### config.mk
export PLATFORM = sky130hd
export DESIGN_NAME = lsu_stage
export DESIGN_NICKNAME = d
export VERILOG_FILES = /design/src/rtl/lsu_stage.sv
export SDC_FILE = /design/constraint.sdc
export NUM_CORES = 1
export LEC_CHECK = 0
export ABC_AREA = 0
export ABC_CLOCK_PERIOD_IN_PS = 2200
export BUFFER_PORTS_ARGS = -buffer_cell sky130_fd_sc_hd__buf_4
export CAP_MARGIN = 20
export CORE_MARGIN = 1.5
export CORE_UTILIZATION = 50
export CTS_CLUSTER_SIZE = 12
export DETAILED_ROUTE_END_ITERATION = 16
export GPL_TIMING_DRIVEN = 1
export PLACE_DENSITY = 0.81
export SLEW_MARGIN = 20
export SYNTH_ARGS = -nofsm -noshare
export SYNTH_HDL_FRONTEND = slang
export SYNTH_SLANG_ARGS = --single-unit
export TNS_END_PERCENT = 100
### constraint.sdc
create_clock -name clk -period 2.2 [get_ports clk]
set_input_delay 0.33 -clock clk [delete_from_list [all_inputs] [get_ports clk]]
set_output_delay 0.33 -clock clk [all_outputs]
set_load 0.01 [all_outputs]
### src/rtl/lsu_stage.sv
// lsu_stage: RV32I memory stage. ALU ops retire 1 cycle after accept; loads/stores hold mem_stall while dbus_req waits for ack or timeout.
// Define MISALIGN_TRAP_EN to trap misaligned H/W accesses; the default build masks the low address bits instead.
module lsu_stage #(
   parameter int TIMEOUT_CYCLES = 256,
   parameter int ADDR_W         = 32
) (
   input  logic              clk,
   input  logic              rst,
   input  logic              ex_valid,
   input  logic [4:0]        ex_rd,
   input  logic [31:0]       ex_alu_result,
   input  logic [31:0]       ex_store_data,
   input  logic              ex_mem_read,
   input  logic              ex_mem_write,
   input  logic [2:0]        ex_funct3,
   input  logic              ex_wr_enable,
   output logic              mem_stall,
   output logic              dbus_req,
   output logic              dbus_we,
   output logic [ADDR_W-1:0] dbus_addr,
   output logic [31:0]       dbus_wdata,
   output logic [3:0]        dbus_be,
   input  logic              dbus_ack,
   input  logic [31:0]       dbus_rdata,
   output logic              mem_valid,
   output logic [4:0]        mem_rd,
   output logic [31:0]       mem_result,
   output logic              mem_wr_enable,
   output logic              mem_bus_err
);
   localparam int               CNT_W    = $clog2(TIMEOUT_CYCLES);
   localparam logic [CNT_W-1:0] CNT_LAST = CNT_W'(TIMEOUT_CYCLES - 1);

   typedef enum logic {S_IDLE, S_BUS} state_t;

   state_t           r_state;
   logic [CNT_W-1:0] r_cnt;
   logic [4:0]       r_rd;
   logic             r_wr_en;
   logic             r_load;
   logic [1:0]       r_lane;
   logic [1:0]       r_size;
   logic             r_uns;

   logic             w_is_mem;
   logic [1:0]       w_lane;
   logic             w_b;
   logic             w_h;
   logic [3:0]       w_be;
   logic [31:0]      w_wdata;
   logic [ADDR_W-1:0] w_addr;
   logic [7:0]       w_byte;
   logic [15:0]      w_half;
   logic [31:0]      w_load_data;

   // Size comes from funct3[1:0] alone: 00=B, 01=H, anything else is a word.
   always_comb begin
      w_is_mem = ex_mem_read | ex_mem_write;
      w_lane   = ex_alu_result[1:0];
      w_b      = (ex_funct3[1:0] == 2'b00);
      w_h      = (ex_funct3[1:0] == 2'b01);
      w_addr   = {ex_alu_result[ADDR_W-1:2], 2'b00};
      if (w_b) begin
         w_be    = 4'b0001 << w_lane;
         w_wdata = {4{ex_store_data[7:0]}};
      end else if (w_h) begin
         w_be    = w_lane[1] ? 4'b1100 : 4'b0011;
         w_wdata = {2{ex_store_data[15:0]}};
      end else begin
         w_be    = 4'b1111;
         w_wdata = ex_store_data;
      end
   end

`ifdef MISALIGN_TRAP_EN
   logic w_misalign;
   assign w_misalign = (w_h & w_lane[0]) | (!w_b & !w_h & (w_lane != 2'b00));
`endif

   always_comb begin
      case (r_lane)
         2'd0:    w_byte = dbus_rdata[7:0];
         2'd1:    w_byte = dbus_rdata[15:8];
         2'd2:    w_byte = dbus_rdata[23:16];
         default: w_byte = dbus_rdata[31:24];
      endcase
      w_half = r_lane[1] ? dbus_rdata[31:16] : dbus_rdata[15:0];
      case (r_size)
         2'b00:   w_load_data = r_uns ? {24'b0, w_byte} : {{24{w_byte[7]}}, w_byte};
         2'b01:   w_load_data = r_uns ? {16'b0, w_half} : {{16{w_half[15]}}, w_half};
         default: w_load_data = dbus_rdata;
      endcase
   end

   always_ff @(posedge clk or negedge rst) begin
      if (!rst) begin
         r_state       <= S_IDLE;
         r_cnt         <= '0;
         r_rd          <= '0;
         r_wr_en       <= 1'b0;
         r_load        <= 1'b0;
         r_lane        <= '0;
         r_size        <= '0;
         r_uns         <= 1'b0;
         mem_stall     <= 1'b0;
         dbus_req      <= 1'b0;
         dbus_we       <= 1'b0;
         dbus_addr     <= '0;
         dbus_wdata    <= '0;
         dbus_be       <= '0;
         mem_valid     <= 1'b0;
         mem_rd        <= '0;
         mem_result    <= '0;
         mem_wr_enable <= 1'b0;
         mem_bus_err   <= 1'b0;
      end else begin
         mem_valid     <= 1'b0;
         mem_wr_enable <= 1'b0;
         mem_bus_err   <= 1'b0;
         case (r_state)
            S_IDLE: begin
               if (ex_valid) begin
                  if (!w_is_mem) begin
                     mem_valid     <= 1'b1;
                     mem_rd        <= ex_rd;
                     mem_result    <= ex_alu_result;
                     mem_wr_enable <= ex_wr_enable & (ex_rd != 5'd0);
                  end
`ifdef MISALIGN_TRAP_EN
                  else if (w_misalign) begin
                     mem_valid   <= 1'b1;
                     mem_rd      <= ex_rd;
                     mem_result  <= ex_alu_result;
                     mem_bus_err <= 1'b1;
                  end
`endif
                  else begin
                     r_state    <= S_BUS;
                     r_cnt      <= '0;
                     r_rd       <= ex_rd;
                     r_wr_en    <= ex_wr_enable;
                     r_load     <= ex_mem_read;
                     r_lane     <= w_lane;
                     r_size     <= ex_funct3[1:0];
                     r_uns      <= ex_funct3[2];
                     mem_stall  <= 1'b1;
                     dbus_req   <= 1'b1;
                     dbus_we    <= !ex_mem_read;
                     dbus_addr  <= w_addr;
                     dbus_wdata <= w_wdata;
                     dbus_be    <= w_be;
                  end
               end
            end
            S_BUS: begin
               // Ack is checked first so an ack on the final cycle still completes normally.
               if (dbus_ack) begin
                  r_state       <= S_IDLE;
                  mem_stall     <= 1'b0;
                  dbus_req      <= 1'b0;
                  mem_valid     <= 1'b1;
                  mem_rd        <= r_rd;
                  mem_result    <= r_load ? w_load_data : 32'd0;
                  mem_wr_enable <= r_load & r_wr_en & (r_rd != 5'd0);
               end else if (r_cnt == CNT_LAST) begin
                  r_state     <= S_IDLE;
                  mem_stall   <= 1'b0;
                  dbus_req    <= 1'b0;
                  mem_valid   <= 1'b1;
                  mem_rd      <= r_rd;
                  mem_result  <= 32'd0;
                  mem_bus_err <= 1'b1;
               end else begin
                  r_cnt <= r_cnt + 1'b1;
               end
            end
            default: r_state <= S_IDLE;
         endcase
      end
   end
endmodule

# Yosys cells after proc, flatten, opt, wreduce, memory -nomap -nowiden
# Cells that the tools add are included.
# totals
latchBits,0
memories,0
ram_bits,0
in_bits,111
romBits,0
ff_bits,129
output_inout_bits,111
wordCells,93
# classes
n_mux,47
add_sub_neg,1
bitwise,5
eq_ne,11
shift,1
n_mul,0
div_mod_pow,0
reduce_logical,10
n_lt_le_gt_ge,0
# op_table
operator,n
$mux 32,9
$pmux 32 s2,2
$mux 8,4
$pmux 8 s3,1
$mux 5,4
$mux 1,17
$mux 16,1
$pmux 8 s2,1
$mux 4,3
$ne 2x2->1 const B,5
$pmux 5 s2,1
$reduce_bool 5->1,2
$reduce_and 3->1,3
$add 8x1->8 const B,1
$eq 8x8->1 const B,1
$pmux 1 s2,4
$eq 2x1->1 const B,3
$logic_not 2->1,3
$reduce_and 4->1,1
$shl 1x2->4 const A,1
$and 1x1->1,3
$ne 3x2->1 const B,1
$eq 2x2->1 const B,1
$logic_not 1->1,1
other kinds (2),2

# Longest topological paths before layout
# depth
depth_word,7
depth_mapped,7
mapped_depth_nobuf,5

# Least setup slack after synthesis
# OpenSTA, ideal clock, no wires.
# synth_path
path_type,register to register
from,register r_lane[1]
to,register mem_result[22]
path_slack_ps,503
path_buffers,2
path_stages_with_launch,6
setup_ps,137
t_required_ps,2063
period_less_slack_ps,1697
t_arrival_ps,1559
cell_sequence,dfrtp_1 > buf_2 > mux2_2 > o211ai_1 > buf_4 > o2111ai_1
# synth_between
elab_chain_cells,7
word_cells_on_any_way,11
classes_between,eq/ne (2); mux (8); reduce/logical (1)
# synth_lines
item,line_no,rtl
from (decl),41,logic [1:0] r_lane;
from (signal assigned),143,r_lane <= w_lane;
"$eq 2x2->1, or another cell as far along",81,case (r_lane)
$pmux 8 s3,81,
$mux 32,89,"2'b00: w_load_data = r_uns ? {24'b0, w_byte} : {{24{w_byte[7]}}, w_byte};"
$pmux 32 s2 *,88,case (r_size)
$mux 32 *,163,mem_result <= r_load ? w_load_data : 32'd0;
$mux 32 *,157,if (dbus_ack) begin
$pmux 32 s2 *,120,case (r_state)
to (signal assigned),126,mem_result <= ex_alu_result;
to (signal assigned),163,
to (decl),27,"output logic [31:0] mem_result,"
# Mark *: on every way between the ends. The rest lies on a longest branch, timed or not.
# A chain may end at the register's enable or synchronous reset.

# Final worst setup path
# layout_path
from,register r_state
to,register mem_result[13]
# layout_between
elab_chain_cells,3
word_cells_on_any_way,6
classes_between,eq/ne (3); mux (1); bitwise (1); reduce/logical (1)
# layout_lines
item,line_no,rtl
from (decl),36,state_t r_state;
from (signal assigned),97,r_state <= S_IDLE;
from (signal assigned),138,r_state <= S_BUS;
from (signal assigned),158,r_state <= S_IDLE;
$not 1->1 (no line),-,
$ne 2x2->1 (no line),-,
$reduce_and 3->1 (no line),-,
# Several ways; a longest one is shown, not always the timed one.

==> flow_metrics.env <==
export IMPL_fin_tns_setup_ns=0
export IMPL_io_buffers=219
export IMPL_cts_resized_gates=0
export IMPL_dp_hpwl_um=14200
export IMPL_cp_start_kind="flop"
export IMPL_ys_seq_area_share_pct=52.7
export IMPL_synth_xor_area_share_pct=0.143
export IMPL_synth_area_mux_share_pct=6.76
export IMPL_stdcell_area_mm2=0.00851
export IMPL_cap_violations=0
export IMPL_rsz0062_at_grt="no"
export IMPL_routed_wl_um=19000
export IMPL_finClkSkew_ns=0.00509
export IMPL_drtAntennaViolNets=0
export IMPL_cts_buffer_depth=2
export IMPL_synth_edff_count=0
export IMPL_yosys_most_used_dff="dfrtp_1"
export IMPL_synth_adder_area_share_pct=0.204
export IMPL_grt_first_pass_wirelength_um=29800
export IMPL_reg2reg_slack_ns=0.25
export IMPL_hold_class="primary input to flop"
export IMPL_cts_inserted_buffers=17
export IMPL_dp_slack_ns=0.307
export IMPL_track_usage_pct=30.1
export IMPL_max_freq_mhz=512
export IMPL_path_clk_slew_ns=0.05
export IMPL_wl_per_cell_um=18.2
export IMPL_final_min_clock_period_ns=1.95
export IMPL_min_to="dbus_addr[12]"
export IMPL_placementRows=40
export IMPL_final_cell_mix="232 x buf_4, 192 x nand2_1, 129 x dfrtp_1"
export IMPL_antenna_cells=0
export IMPL_worst_slack_ns=0.247
export IMPL_synth_seq_cells=129
export IMPL_wl_met3_um=1620
export IMPL_r2r_cells=5
export IMPL_antenna_found_initial=0
export IMPL_clock_latency_ns=0.41
export IMPL_placed_cell_area_mm2=0.00794
export IMPL_p_leak_uw=0.00426
export IMPL_die_x_um=114
export IMPL_layout_commonest_cell="buf_4"
export IMPL_syn_to_final_growth_pct=38.9
export IMPL_rr_endpoint="mem_result[13]"
export IMPL_setup_violations=0
export IMPL_grt_max_degree=61
export IMPL_synth_top_family_by_area="simple AND/OR/NAND/NOR gates"
export IMPL_synth_simple_area_share_pct=19.6
export IMPL_die_height_um=114
export IMPL_crit_arrival_ns=2.29
export IMPL_whs_ns=0.125
export IMPL_nets=999
export IMPL_core_area_mm2=0.0120
export IMPL_cts_sinks=129
export IMPL_io_pins=222
export IMPL_met1Wirelength_um=7290
export IMPL_vdd_ir_drop_worst_uv=477
export IMPL_synth_compound_area_share_pct=15.5
export IMPL_avgSynthCellArea_um2=9.06
export IMPL_synth_async_reset_ratio_pct=100
export IMPL_drcViolationCount=0
export IMPL_cts_root_buf="clkbuf_16"
export IMPL_synth_distinct_cells=50
export IMPL_max_slew_margin_rel_pct=44.6
export IMPL_maxSlewViolCount=0
export IMPL_hold_viol_final=0
export IMPL_tightest_slew_ns=0.832
export IMPL_hold_depth=3
export IMPL_power_density_mw_per_mm2=1010
export IMPL_cts_tree="done"
export IMPL_status="completed"
export IMPL_vias=6022
export IMPL_gr_total_overflow=0
export IMPL_grt_pass1_vias=5957
export IMPL_timing_rr_start="r_state"
export IMPL_drive_gt1_share_pct=30.4
export IMPL_routed_wl_met2_um=9280
export IMPL_synthCells=676
export IMPL_vias_per_cell=5.75
export IMPL_netlist_area_mm2=0.00612
export IMPL_crit_type="flop to flop"
export IMPL_first_pass_iters=8
export IMPL_start_util_pct=51.2
export IMPL_timing_final_crit_share_pct=88.8
export IMPL_drt_iter0_markers=511
export IMPL_cp_end_kind="flop"
export IMPL_stdcell_count=1047
export IMPL_die_area_mm2=0.0129
export IMPL_htreeDepth=4
export IMPL_top_layer="met4"
export IMPL_cp_data_required_time_ns=2.53
export IMPL_worstPathMaxFanout=23
export IMPL_hold_start="ex_alu_result[12]"
export IMPL_yosysWarnings=0
export IMPL_dp_cells=1014
export IMPL_gp_congestion=0.878
## cells by family after synthesis
group                    Yosys count
AO/OA/AOI/OAI                    151
multiplexers                      40
XOR/XNOR                           1
flip-flops                       129
adder cells (fa/ha/maj)            1
AND/OR/NAND/NOR                  284
buffers and inverters             69
other                              1
## layer usage
layer  global-route usage (%)  vias up
li1                         -     2759
met1                     34.8     2868
met4                     17.5        0
met5                        0        -
met3                     7.33       63
met2                     50.9      332
## timing repair
action	in CTS	in global routing
setup buffers	0	0
setup endpoints to repair	0	0
hold buffers	1	0
hold endpoints to repair	37	0
## where the power goes
part	switching, uW	internal [uW]	total, uW
Sequential	413	2960	3370
Clock	1010	1630	2640
Combinational	1330	1260	2590
Total	2750	5850	8600
## synth_stat cells, drive strengths merged, types with 7 or more instances
cell type | instances | area share, %
a32oi | 7 | 1.0
inv | 22 | 1.3
nand3 | 17 | 1.4
a2bb2oi | 7 | 1.0
a22oi | 7 | 0.86
a21oi | 43 | 3.5
dfrtp | 129 | 53
o21ai | 51 | 4.2
o2111ai | 17 | 2.4
nor2 | 42 | 2.6
mux2i | 38 | 6.2
nand2 | 192 | 12
nor3b | 9 | 1.1
buf | 15 | 1.6
clkbuf | 31 | 1.9
## worst max path at each step
stage	endpoint	startpoint	slack, ns
floorplan	mem_result[22]	r_lane[1]	0.50
global placement	mem_result[10]	r_state	0.38
detailed placement	mem_result[13]	r_state	0.31
CTS	mem_result[13]	r_state	0.29
global route	mem_result[13]	r_state	0.12
finish	mem_result[13]	r_state	0.25
## layout make-up
class                           count  area [um^2]
Sequential cell                   129         3230
Inverter                           23         86.3
Clock buffer                       22          474
Multi-Input combinational cell    479         2620
Timing Repair Buffer              237         1830
Tap cell                          147          184
Clock inverter                     10         85.1
Fill cell                         909         3450
## flip-flops by register name (all words and copies together) (netlist names), 2 cells and up
register	cells
r_size	2
mem_rd	5
dbus_wdata	32
mem_result	32
r_rd	5
r_cnt	8
r_lane	2
dbus_addr	30
dbus_be	4
## through the flow
| stage | utilization [%] | power (uW) |
|---|---|---|
| after floorplan | - | 4540 |
| after global placement | 66.4 | 5880 |
| after detailed placement | 66.4 | 5980 |
| after CTS | 71.1 | 8630 |
| after global routing | 71.1 | 9030 |
| final | 71.1 | 8600 |
## worst max-delay path, stage by stage (launching register included)
cell	delay, ns
dfrtp_1	0.36
buf_4	0.23
and3_1	0.20
and2_1	0.68
a22oi_1	0.22
a21oi_1	0.19
Power figures use the tool's default switching activity.
